==> src/rtl/pipeline_pkg.sv <==
// Shared pipeline constants and the IF/ID register payload type.
package pipeline_pkg;

  localparam int unsigned XLEN = 32;

  localparam logic [XLEN-1:0] NOP_INSTR        = 32'h0000_0013;
  localparam logic [XLEN-1:0] RESET_PC_DEFAULT = 32'h0000_0000;

  typedef struct packed {
    logic [XLEN-1:0] instr;
    logic [XLEN-1:0] pc;
    logic [XLEN-1:0] pc_plus4;
    logic            pred_taken;
    logic            valid;
  } if_id_t;

endpackage

==> src/rtl/if_id_reg.sv <==
// IF/ID pipeline register: bubble beats hold, hold beats load.
module if_id_reg
  import pipeline_pkg::*;
(
  input  logic   clk,
  input  logic   rst,
  input  logic   bubble,
  input  logic   hold,
  input  if_id_t load_data,
  output if_id_t q
);

  always_ff @(posedge clk) begin
    if (rst) begin
      q.instr      <= NOP_INSTR;
      q.pc         <= '0;
      q.pc_plus4   <= '0;
      q.pred_taken <= 1'b0;
      q.valid      <= 1'b0;
    end else if (bubble) begin
      // PC fields are left as-is; only the instruction payload is squashed.
      q.instr      <= NOP_INSTR;
      q.pred_taken <= 1'b0;
      q.valid      <= 1'b0;
    end else if (!hold) begin
      q <= load_data;
    end
  end

endmodule

==> src/rtl/fetch_stage.sv <==
// Fetch stage: PC register, next-PC selection, IF/ID register and perf counters.
module fetch_stage
  import pipeline_pkg::*;
#(
  parameter int unsigned           DATA_WIDTH = 32,
  parameter logic [DATA_WIDTH-1:0] RESET_PC   = RESET_PC_DEFAULT,
  parameter int unsigned           CNT_WIDTH  = 32
) (
  input  logic                  clk,
  input  logic                  rst,
  input  logic                  StallF,
  input  logic                  StallD,
  input  logic                  FlushD,
  input  logic                  PCBPUSrc,
  input  logic [DATA_WIDTH-1:0] PCBPU,
  input  logic                  flushBranch,
  input  logic                  PCSrcE,
  input  logic [DATA_WIDTH-1:0] PCTargetE,
  input  logic [DATA_WIDTH-1:0] RD,
  output logic [DATA_WIDTH-1:0] PCF,
  output logic [DATA_WIDTH-1:0] InstrD,
  output logic [DATA_WIDTH-1:0] PCD,
  output logic [DATA_WIDTH-1:0] PCPlus4D,
  output logic                  PredTakenD,
  output logic                  ValidD,
  output logic [CNT_WIDTH-1:0]  FetchCount,
  output logic [CNT_WIDTH-1:0]  RedirectCount
);

  logic [DATA_WIDTH-1:0] pc_q, pc_d, pc_plus4;
  logic [CNT_WIDTH-1:0]  fetch_cnt_q, redirect_cnt_q;
  logic                  redirect, bubble, load;
  if_id_t                if_id_d, if_id_q;

  assign pc_plus4 = pc_q + DATA_WIDTH'(4);
  assign redirect = flushBranch | PCSrcE;
  assign bubble   = redirect | FlushD;
  assign load     = !bubble && !StallD;

  always_comb begin
    pc_d = pc_plus4;
    if (flushBranch) begin
      pc_d = {PCBPU[DATA_WIDTH-1:2], 2'b00};
    end else if (PCSrcE) begin
      pc_d = {PCTargetE[DATA_WIDTH-1:2], 2'b00};
    end else if (StallF) begin
      pc_d = pc_q;
    end else if (PCBPUSrc) begin
      pc_d = {PCBPU[DATA_WIDTH-1:2], 2'b00};
    end
  end

  always_ff @(posedge clk) begin
    if (rst) begin
      pc_q           <= RESET_PC;
      fetch_cnt_q    <= '0;
      redirect_cnt_q <= '0;
    end else begin
      pc_q <= pc_d;
      if (load) fetch_cnt_q <= fetch_cnt_q + CNT_WIDTH'(1);
      if (redirect) redirect_cnt_q <= redirect_cnt_q + CNT_WIDTH'(1);
    end
  end

  always_comb begin
    if_id_d.instr      = RD;
    if_id_d.pc         = pc_q;
    if_id_d.pc_plus4   = pc_plus4;
    if_id_d.pred_taken = PCBPUSrc;
    if_id_d.valid      = 1'b1;
  end

  if_id_reg u_if_id_reg (
    .clk       (clk),
    .rst       (rst),
    .bubble    (bubble),
    .hold      (StallD),
    .load_data (if_id_d),
    .q         (if_id_q)
  );

  assign PCF           = pc_q;
  assign InstrD        = if_id_q.instr;
  assign PCD           = if_id_q.pc;
  assign PCPlus4D      = if_id_q.pc_plus4;
  assign PredTakenD    = if_id_q.pred_taken;
  assign ValidD        = if_id_q.valid;
  assign FetchCount    = fetch_cnt_q;
  assign RedirectCount = redirect_cnt_q;

endmodule

==> config.mk <==
export PLATFORM = sky130hd
export DESIGN_NAME = fetch_stage
export DESIGN_NICKNAME = d
export VERILOG_FILES = /design/src/rtl/pipeline_pkg.sv /design/src/rtl/if_id_reg.sv /design/src/rtl/fetch_stage.sv
export SDC_FILE = /design/constraint.sdc
export NUM_CORES = 1
export LEC_CHECK = 0
export CAP_MARGIN = 10
export CORE_MARGIN = 2
export CORE_UTILIZATION = 35
export DETAILED_ROUTE_END_ITERATION = 16
export SLEW_MARGIN = 20
export SYNTH_ARGS = -nofsm -noshare
export SYNTH_HDL_FRONTEND = slang
export SYNTH_SLANG_ARGS = --single-unit
==> constraint.sdc <==
create_clock -name clk -period 5.4 [get_ports clk]
set_clock_uncertainty 0.2 [all_clocks]
set_input_delay 0.54 -clock clk [delete_from_list [all_inputs] [get_ports clk]]
set_output_delay 0.54 -clock clk [all_outputs]
set_load 0.01 [all_outputs]
==> impl_summary.md <==
Status
The run finished with clean final reports.

Clocking
The CTS tree is built. The H-tree generated during clock tree synthesis spans 4 levels. CTS saw 192 sinks.

After clock tree synthesis, the clock-pin slew on the worst setup and hold paths is 0.07 ns. After clock tree synthesis, the flow added hold-fix buffers numbering 0. The buffers inserted during post-CTS setup optimization is 0. The number of clock buffers added by TritonCTS is 17. The post-cts gate resize count is 0. The buffer depth of the longest clock path is 2. For the worst-skew pair, the clock arrives at the later sink with an insertion delay of 0.43 ns.

In this run the clock root is driven by a clkbuf_16.

STA
The number of hold violations in the final report is 0. The headroom to the max-slew limit is 24.4%. The slew at the pin with the worst max-slew slack is 1.13 ns. The worst path in the final design needs a cycle of 3.41 ns, including I/O delays and setup. The sum of negative setup slack is 0 ns. The setup-violating endpoint count in the final report is 0. The fmax is 293 MHz.

The count of final max-slew check failures is 0. Setup repair after global routing left no endpoint under its margin. The final hold slack is 0.254 ns. Setup slack on the critical path of the routed design comes to 1.99 ns. The worst path uses 63.1% of the clock period.

Placed design
The placed instances occupy a cell area of 0.0119 mm2. OpenSTA, run right after detailed placement, puts the worst setup slack at 1.59 ns. Summed over all nets, the half-perimeter wirelength after detailed placement is 20.8 mm.

The final estimated routing congestion in global placement is 0.814. The quantity of I/O buffers inserted on ports is 293.

Global routing
The first global-routing pass estimated 45.7 mm of wire. The pin count of the biggest net entering global routing is 85. The number of global-route vias before repair came to 7893.

The total overflow left after global routing is 0. The initial antenna violation count came to 5. The total track usage is 22.0%.

Worst setup path
Data arrives at the worst endpoint at 3.58 ns. The worst setup path is launched from a primary input. The capturing element type of the critical path is a flip-flop. On the critical path the largest part of the delay comes from simple AND/OR/NAND/NOR gates. The count of buffer and inverter cells on the critical path is 1. The highest-delay cell along the critical path is clkdlybuf4s50_1. The setup path with the least slack is of type primary input to flip-flop. Traced cell by cell, the critical path runs through clkdlybuf4s50_1, or3_1, nor2_1, o21ai_0, o22ai_1, a221o_1. Along the worst path, the maximum fanout reaches 22.

The highest cell delay on the worst timing path is 0.94 ns. For the worst setup path, the data required time is 5.57 ns.

Power
IR analysis of the VDD net gives a maximum drop of 0.000172 V. The static leakage power is 4.19 nW. Dividing total power by cell area gives a power density of 251 mW/mm2.

Die
The vertical die dimension is 163 um. The core region area is 0.0250 mm2. In this run the horizontal extent of the chip is 163 um.

For this configuration, the core starts out at a cell density of 35.4%. The top-level port count is 298. The number of core rows is 58.

The area of the die is 0.0266 mm2.

Logic synthesis
For this run, the leading register cell type out of synthesis is dfxtp_1. The fraction of registers with async set or reset after synthesis is 0%. The Yosys step of the flow raised 0 warnings.

The cell area that synthesis handed to floorplanning was 0.00887 mm2. The net count after synthesis is 1180. The average size of a mapped cell is 8.28 um2. In this run, distinct cell masters in the synthesized netlist total 66. Synthesis inferred 192 register bits.

The number of enable flip-flop cells after synthesis is 0. After synthesis, flip-flops and latches occupy 43.3% of the total area. The cell count after synthesis is 1072.

Final layout
The total number of nets in the final design is 1414. The relative area change from synthesis to final layout is 40.4%. The post-layout utilization of the core is 49.8%. The share of layout cells above drive strength 1 is 4.63%. The final design area excluding fillers is 0.0125 mm2.

Detailed routing
The initial detailed-routing violation count is 664. For this block, the via count after detailed routing is 8675. The final wirelength is 29.9 mm. The average via count per standard cell is 5.25.

After detailed routing, the met2 layer carries 13.4 mm of wire. The uppermost layer routed is met5. The count of nets left with antenna violations after detail routing is 0. The first TritonRoute pass finished after 5 iterations. The length of routed wiring on met1 is 13.3 mm. The number of DRC violations after detailed routing is 0.

Dividing the detail-routed wire length by the instance count gives 18.1 um. Wire segments on met3 add up to 2.35 mm in the final route.

Hold path
The path category of the worst min-delay check is flip-flop to flip-flop.

Flow run
The max capacitance violation total is 0.
## placed cells by master (no fill, tap or decap), drive strengths merged, types with 8 or more instances in the layout
cell / n
a211oi: 16
buf: 13
dfxtp: 192
clkdlybuf4s50: 290
o221ai: 8
clkbuf: 18
mux2i: 30
a21oi: 82
and3: 12
nand2: 136
and4: 11
nor3: 18
a22oi: 13
or3: 14
nand3: 27
nand4: 33
inv: 27
xor2: 33
o21ai: 51
nor2: 130
nor4: 28
xnor2: 44
## Yosys cell counts (6+ instances only)
| cell | number | area (um2) |
|---|---|---|
| dfxtp_1 | 192 | 3840 |
| clkbuf_1 | 54 | 203 |
| a211oi_1 | 16 | 120 |
| nor4_1 | 26 | 163 |
| a22o_1 | 6 | 52.6 |
| nor3_1 | 18 | 90.1 |
| and3_1 | 11 | 68.8 |
| a21oi_1 | 82 | 410 |
| buf_2 | 15 | 75.1 |
| a22oi_1 | 13 | 97.6 |
| o22ai_1 | 7 | 43.8 |
| nand2_1 | 136 | 510 |
| nand2b_1 | 6 | 37.5 |
| o31a_1 | 6 | 52.6 |
| o21ai_0 | 50 | 250 |
| nor2_1 | 130 | 488 |
| xor2_1 | 33 | 289 |
| buf_4 | 6 | 45.0 |
| mux2i_1 | 30 | 300 |
| inv_1 | 20 | 75.1 |
| and4_1 | 11 | 96.3 |
| or3_1 | 13 | 81.3 |
| xnor2_1 | 44 | 385 |
| o221ai_1 | 8 | 70.1 |
| nand4_1 | 31 | 194 |
| nand3_1 | 27 | 135 |
## per-stage QoR
stage,total power [mW],cells
4_1_cts,3.17,1648
5_1_grt,3.26,1651
3_5_place_dp,1.88,1617
3_3_place_gp,1.88,1617
2_1_floorplan,1.69,1072
6_report,3.13,1652
## state kept, by name, indices dropped and copies added, names as in the netlist
register	flops
FetchCount	32
PCF	32
RedirectCount	32
u_if_id_reg.q	96
## power by group
part | leakage [nW] | internal [mW] | switching [mW]
Sequential | 1.56 | 1.45 | 0.0574
Combinational | 2.35 | 0.181 | 0.165
Clock | 0.280 | 0.669 | 0.611
Total | 4.19 | 2.30 | 0.833
## worst reg2reg max path, stage by stage (launching register included)
cell and delay (ns):
dfxtp_1 0.57, ha_1 0.21, nand3_1 0.20, nor4_1 0.65, nand3_1 0.29, or4b_1 0.56, nand3_1 0.09
## routing by layer
metal | track usage (%) | up-vias
met5 | 0 | -
met4 | 8.49 | 2
li1 | - | 4240
met1 | 30.1 | 4047
met3 | 5.54 | 51
met2 | 33.2 | 335
## cells by family (layout without fill, tap and decap cells)
| kind of cell | Yosys count | after routing | synth area share [%] |
|---|---|---|---|
| XOR/XNOR | 77 | 77 | 7.60 |
| buffers and inverters | 108 | 354 | 5.57 |
| other | 0 | 4 | 0 |
| multiplexers | 30 | 30 | 3.38 |
| flip-flops | 192 | 192 | 43.3 |
| AO/OA/AOI/OAI | 226 | 226 | 16.0 |
| adder cells (fa/ha/maj) | 4 | 4 | 0.564 |
| AND/OR/NAND/NOR | 435 | 435 | 23.5 |
## worst paths after layout
kind | to | depth (start not counted) | startpoint | slack [ns]
setup / recovery | PCF[13] | 6 | StallF | 1.99
hold / removal | u_if_id_reg.q[23] | 2 | u_if_id_reg.q[23] | 0.25
setup reg to reg | PCF[20] | 6 | PCF[2] | 2.57
hold reg to reg | u_if_id_reg.q[23] | 2 | u_if_id_reg.q[23] | 0.25
## area by class of cell
| cell class | count | area, um2 |
|---|---|---|
| multi-input combinational | 772 | 4540 |
| tap | 330 | 413 |
| fill | 2500 | 12600 |
| sequential | 192 | 3840 |
| antenna | 4 | 10.0 |
| timing repair buffer | 303 | 3000 |
| clock inverter | 13 | 146 |
| clock buffer | 18 | 439 |
| inverter | 20 | 75.1 |
Note: power is estimated with default switching activity, not from simulation.
==> RTL change 1, RTL diff (same flow settings) <==
Change the parameter `CNT_WIDTH` from 32 to 64.
--- a/src/rtl/fetch_stage.sv
+++ b/src/rtl/fetch_stage.sv
@@ -6,3 +6,3 @@
   parameter logic [DATA_WIDTH-1:0] RESET_PC   = RESET_PC_DEFAULT,
-  parameter int unsigned           CNT_WIDTH  = 32
+  parameter int unsigned           CNT_WIDTH  = 64
 ) (
Ports: changed (resized FetchCount and RedirectCount); port bits go from 298 to 362. No check against the original RTL was run, so the function may have changed too.
==> RTL change 1 against the original RTL <==
Sequential power rose by 30%. Sequential cell count rose by 64. Area after synthesis rose by 36%. Final area rose by 36%. Maximum frequency fell by 2.0%. Die area rose by 35%. Total power rose by 45%. Highest routed layer is now met4. Worst setup slack got worse by 0.070 ns. Wire length rose by 37%. Critical endpoint is now FetchCount[62]. Combinational power rose by 4%.
==> RTL change 1: results (changes against the original RTL) <==
stage;metric;value;unit;change
outcome;status;completed;;
synth;ys_seq_area_frac;0.424;;-0.00888
final_layout;multi_input_area_share;0.378;;+0.0135
grt;grt_max_degree;89;;+4.7%
grt;grt_pass1_vias;11500;;+45%
place;gp_congestion;0.844;;+3.7%
route;viasPerCell;5.46;;+3.9%
place;dp_cells;2189;;+35%
grt;antenna_found_initial;3;;-2
synth;syn_nets;1582;;+34%
final_layout;num-multi-input-gates;1076;;+39%
route;finalWirelength;40.9;mm;+37%
route;wl_met2;18.7;mm;+39%
synth;synth-xor-area-share;0.0544;;-0.0216
final_layout;buf_share;0.215;;-0.0251
floorplan;placementRows;68;;+17%
final_layout;clock_area_frac;0.0639;;+0.0169
route;wl_met1;18.1;mm;+36%
final_layout;buffers;369;;+22%
final_layout;ff_latch_area;5120;µm²;+33%
clocking;htree_levels;1;;-3
final_layout;antenna_cells;3;;-1
synth;synthMuxAreaShare;0.0375;;+0.00366
place;place_ws;1.33;ns;-0.267 ns
synth;yosys-top-cells-count;256 x dfxtp_1, 150 x a21oi_1, 148 x nand2_1, 145 x nor2_1, 99 x clkbuf_1;;
synth;synth-compound-area-share;0.175;;+0.0148
final_layout;fillers;3277;;+31%
place;dpl_cell_area;15900;µm²;+34%
min_path;hold_class;in2reg;;
final_layout;instances_no_fill;2250;;+36%
clocking;clock_latency;0.56;ns;+0.13 ns
==> RTL change 1: worst paths after layout <==
check / start / endpoint / slack, ns / depth (start not counted)
worst max-delay path: flushBranch / FetchCount[62] / 1.92 / 6
worst min-delay path: rst / RedirectCount[4] / 0.20 / 2
worst max register to register: FetchCount[33] / FetchCount[60] / 2.26 / 5
worst min register to register: u_if_id_reg.q[63] / u_if_id_reg.q[63] / 0.25 / 2
==> RTL change 1: per-layer routing <==
layer / vias up / global-route usage
met5: - / 0
met4: 0 / 0.0665
met3: 71 / 0.0474
met2: 438 / 0.351
met1: 5812 / 0.287
li1: 5957 / -
==> RTL change 1: worst reg2reg max path, stage by stage, from the launching register on <==
cell,delay (ns)
dfxtp_1,0.46
nand4_1,0.24
nor4_1,0.68
nand3_1,0.67
or4_1,0.67
a21oi_1,0.15
==> RTL change 1: power breakdown <==
part           internal (W)  switching, W
Combinational      0.000185      0.000175
Clock               0.00137      0.000839
Sequential          0.00192     0.0000523
==> RTL change 2, RTL diff (same settings) <==
Without the edit above. Add an input register stage for `PCTargetE`, with the module's reset; this delays it by one clock. The other inputs are not delayed to match.
--- a/src/rtl/fetch_stage.sv
+++ b/src/rtl/fetch_stage.sv
@@ -29,2 +29,12 @@
 
+  logic [DATA_WIDTH-1:0] PCTargetE_q;
+
+  always_ff @(posedge clk) begin
+    if (rst) begin
+      PCTargetE_q <= '0;
+    end else begin
+      PCTargetE_q <= PCTargetE;
+    end
+  end
+
   logic [DATA_WIDTH-1:0] pc_q, pc_d, pc_plus4;
@@ -44,3 +54,3 @@
     end else if (PCSrcE) begin
-      pc_d = {PCTargetE[DATA_WIDTH-1:2], 2'b00};
+      pc_d = {PCTargetE_q[DATA_WIDTH-1:2], 2'b00};
     end else if (StallF) begin
Formal check against the unedited RTL: not equivalent (Yosys sat finds a counterexample within 4 cycles, from zero or initial values and one cycle with rst high).
==> RTL change 2 against the original RTL <==
Sequential cell count increased by 30. Count of clock-buffer cells in the layout up 13. Die area is 10% higher. Final area is 10% higher. Final cell count up 8.9%. Total power increased by 21%. Worst setup slack better by 0.53 ns. Wire length is 6.1% higher. Area after synthesis rose by 11%. Utilization down 0.30 points. Register-to-register slack lost 0.05 ns. Via count is 5.3% higher. Critical path type is now reg2reg. Critical endpoint is now PCF[19].
==> RTL change 2: results (changes against the original RTL) <==
stage;metric;value;unit;change
power_and_ir_drop;ir_drop;176;µV;+2.6%
clocking;clock_latency;0.54;ns;+0.11 ns
synth;syn_nets;1271;;+7.7%
grt;grt_max_degree;116;;+36%
grt;grt_pass1_wl;48.6;mm;+6.4%
synth;ys_seq_area_frac;0.453;;+0.0200
clocking;htree_levels;1;;-3
route;drt_iter0_drc;718;;+8.1%
place;gp_congestion;0.873;;+7.3%
outcome;status;completed;;
grt;grt_usage;0.209;;-0.0110
worst_setup_path;max_stage_delay;0.78;ns;-0.16 ns
route;finalWirelength;31.7;mm;+6.1%
flow_run;cap_viol_max_count;0;;unchanged
route;drt_first_pass_iters;7;;+2
worst_setup_path;cp_slowest_cell;or4_1;;
synth;ys_types;65;;-1.5%
place;dp_hpwl;22.7;mm;+8.9%
sta;relSlewSlack;0.363;;+0.119
place;dpl_cell_area;12900;µm²;+8.8%
grt;antenna_found_initial;1;;-4
route;viasPerCell;5.08;;-3.3%
grt;grt_pass1_vias;8491;;+7.6%
worst_setup_path;cp_data_arrival_time;3.17;ns;-0.41 ns
clocking;clock_path_buffers;3;;+1
final_layout;nNetsFinal;1511;;+6.9%
final_layout;fillers;2666;;+6.6%
synth;synthTopCellsByArea;dfxtp_1 45%, nor2_1 5.7%, a21oi_1 4.6%, xnor2_1 4.5%, nand2_1 4.2%;;
worst_setup_path;cp_max_fo;11;;-50%
clocking;cts_made_buffers;26;;+9
final_layout;drive_above_1_share;0.0542;;+0.00794
synth;yosys-top-cells-count;222 x dfxtp_1, 150 x nor2_1, 109 x nand2_1, 90 x a21oi_1, 60 x clkbuf_1;;
power_and_ir_drop;p_leak;4.74;nW;+13%
## RTL change 2: changes by cell type in the layout (fill, tap and decap cells not counted), sizes merged, moves of 13 or more
cell	delta
nor3	+18
nor2b	+36
dfxtp	+30
o21ai	-17
clkbuf	+13
nor2	+20
nand2	-27
## RTL change 2: final timing paths
path                                  startpoint               end  slack (ns)
worst min register to register  u_if_id_reg.q[0]  u_if_id_reg.q[0]        0.25
worst max-delay path                      PCF[4]           PCF[19]        2.52
worst max register to register            PCF[4]           PCF[19]        2.52
worst min-delay path            u_if_id_reg.q[0]  u_if_id_reg.q[0]        0.25
## RTL change 2: where the power goes
group	internal, W	switching, W	total, W
Clock	0.000955	0.000704	0.00166
Combinational	0.000195	0.000182	0.000377
Sequential	0.00169	0.0000714	0.00176
Total	0.00283	0.000958	0.00379
## RTL change 2: stage by stage
| step | std cells | power, W | hold slack, ns | setup WS [ns] | utilization |
|---|---|---|---|---|---|
| finish | 1799 | 0.00379 | 0.250 | 2.52 | 0.495 |
| global route | 1799 | 0.00393 | 0.274 | 2.42 | 0.495 |
| CTS | 1798 | 0.00383 | 0.253 | 2.55 | 0.495 |
| detailed placement | 1753 | 0.00217 | 0.245 | 2.15 | 0.466 |
| global placement | 1753 | 0.00216 | 0.237 | 2.15 | 0.466 |
| floorplan | 1163 | 0.00195 | 0.240 | 2.94 | - |
## RTL change 2: routing by layer
metal / up-vias / part of all wire / track usage
li1: 4512 / - / -
met1: 4219 / 0.46 / 0.303
met2: 366 / 0.43 / 0.309
met3: 36 / 0.093 / 0.0490
met5: - / 0 / 0
met4: 0 / 0.021 / 0.0582
## RTL change 2: cell families after synthesis
kind of cell,synth area share
buf+inv,0.0471
fa+ha+maj,0.00510
compound gates,0.138
flops,0.453
simple gates,0.253
xor+xnor,0.0697
mux,0.0347
## RTL change 2: area by class of cell
| cell class | count | area share |
|---|---|---|
| Multi-Input combinational cell | 825 | 0.358 |
| Clock buffer | 31 | 0.0503 |
| Clock inverter | 14 | 0.00812 |
| Inverter | 29 | 0.00794 |
| Timing Repair Buffer | 299 | 0.216 |
| Sequential cell | 222 | 0.324 |
| Tap cell | 378 | 0.0345 |
| Antenna cell | 1 | 0.000183 |
## RTL change 2: worst min-delay path, delay by kind of cell (launching register included)
kind	cells	cell delay, ns
AOI/OAI and AO/OA	1	0.05
buffers and inverters	1	0.05
DFF	1	0.31
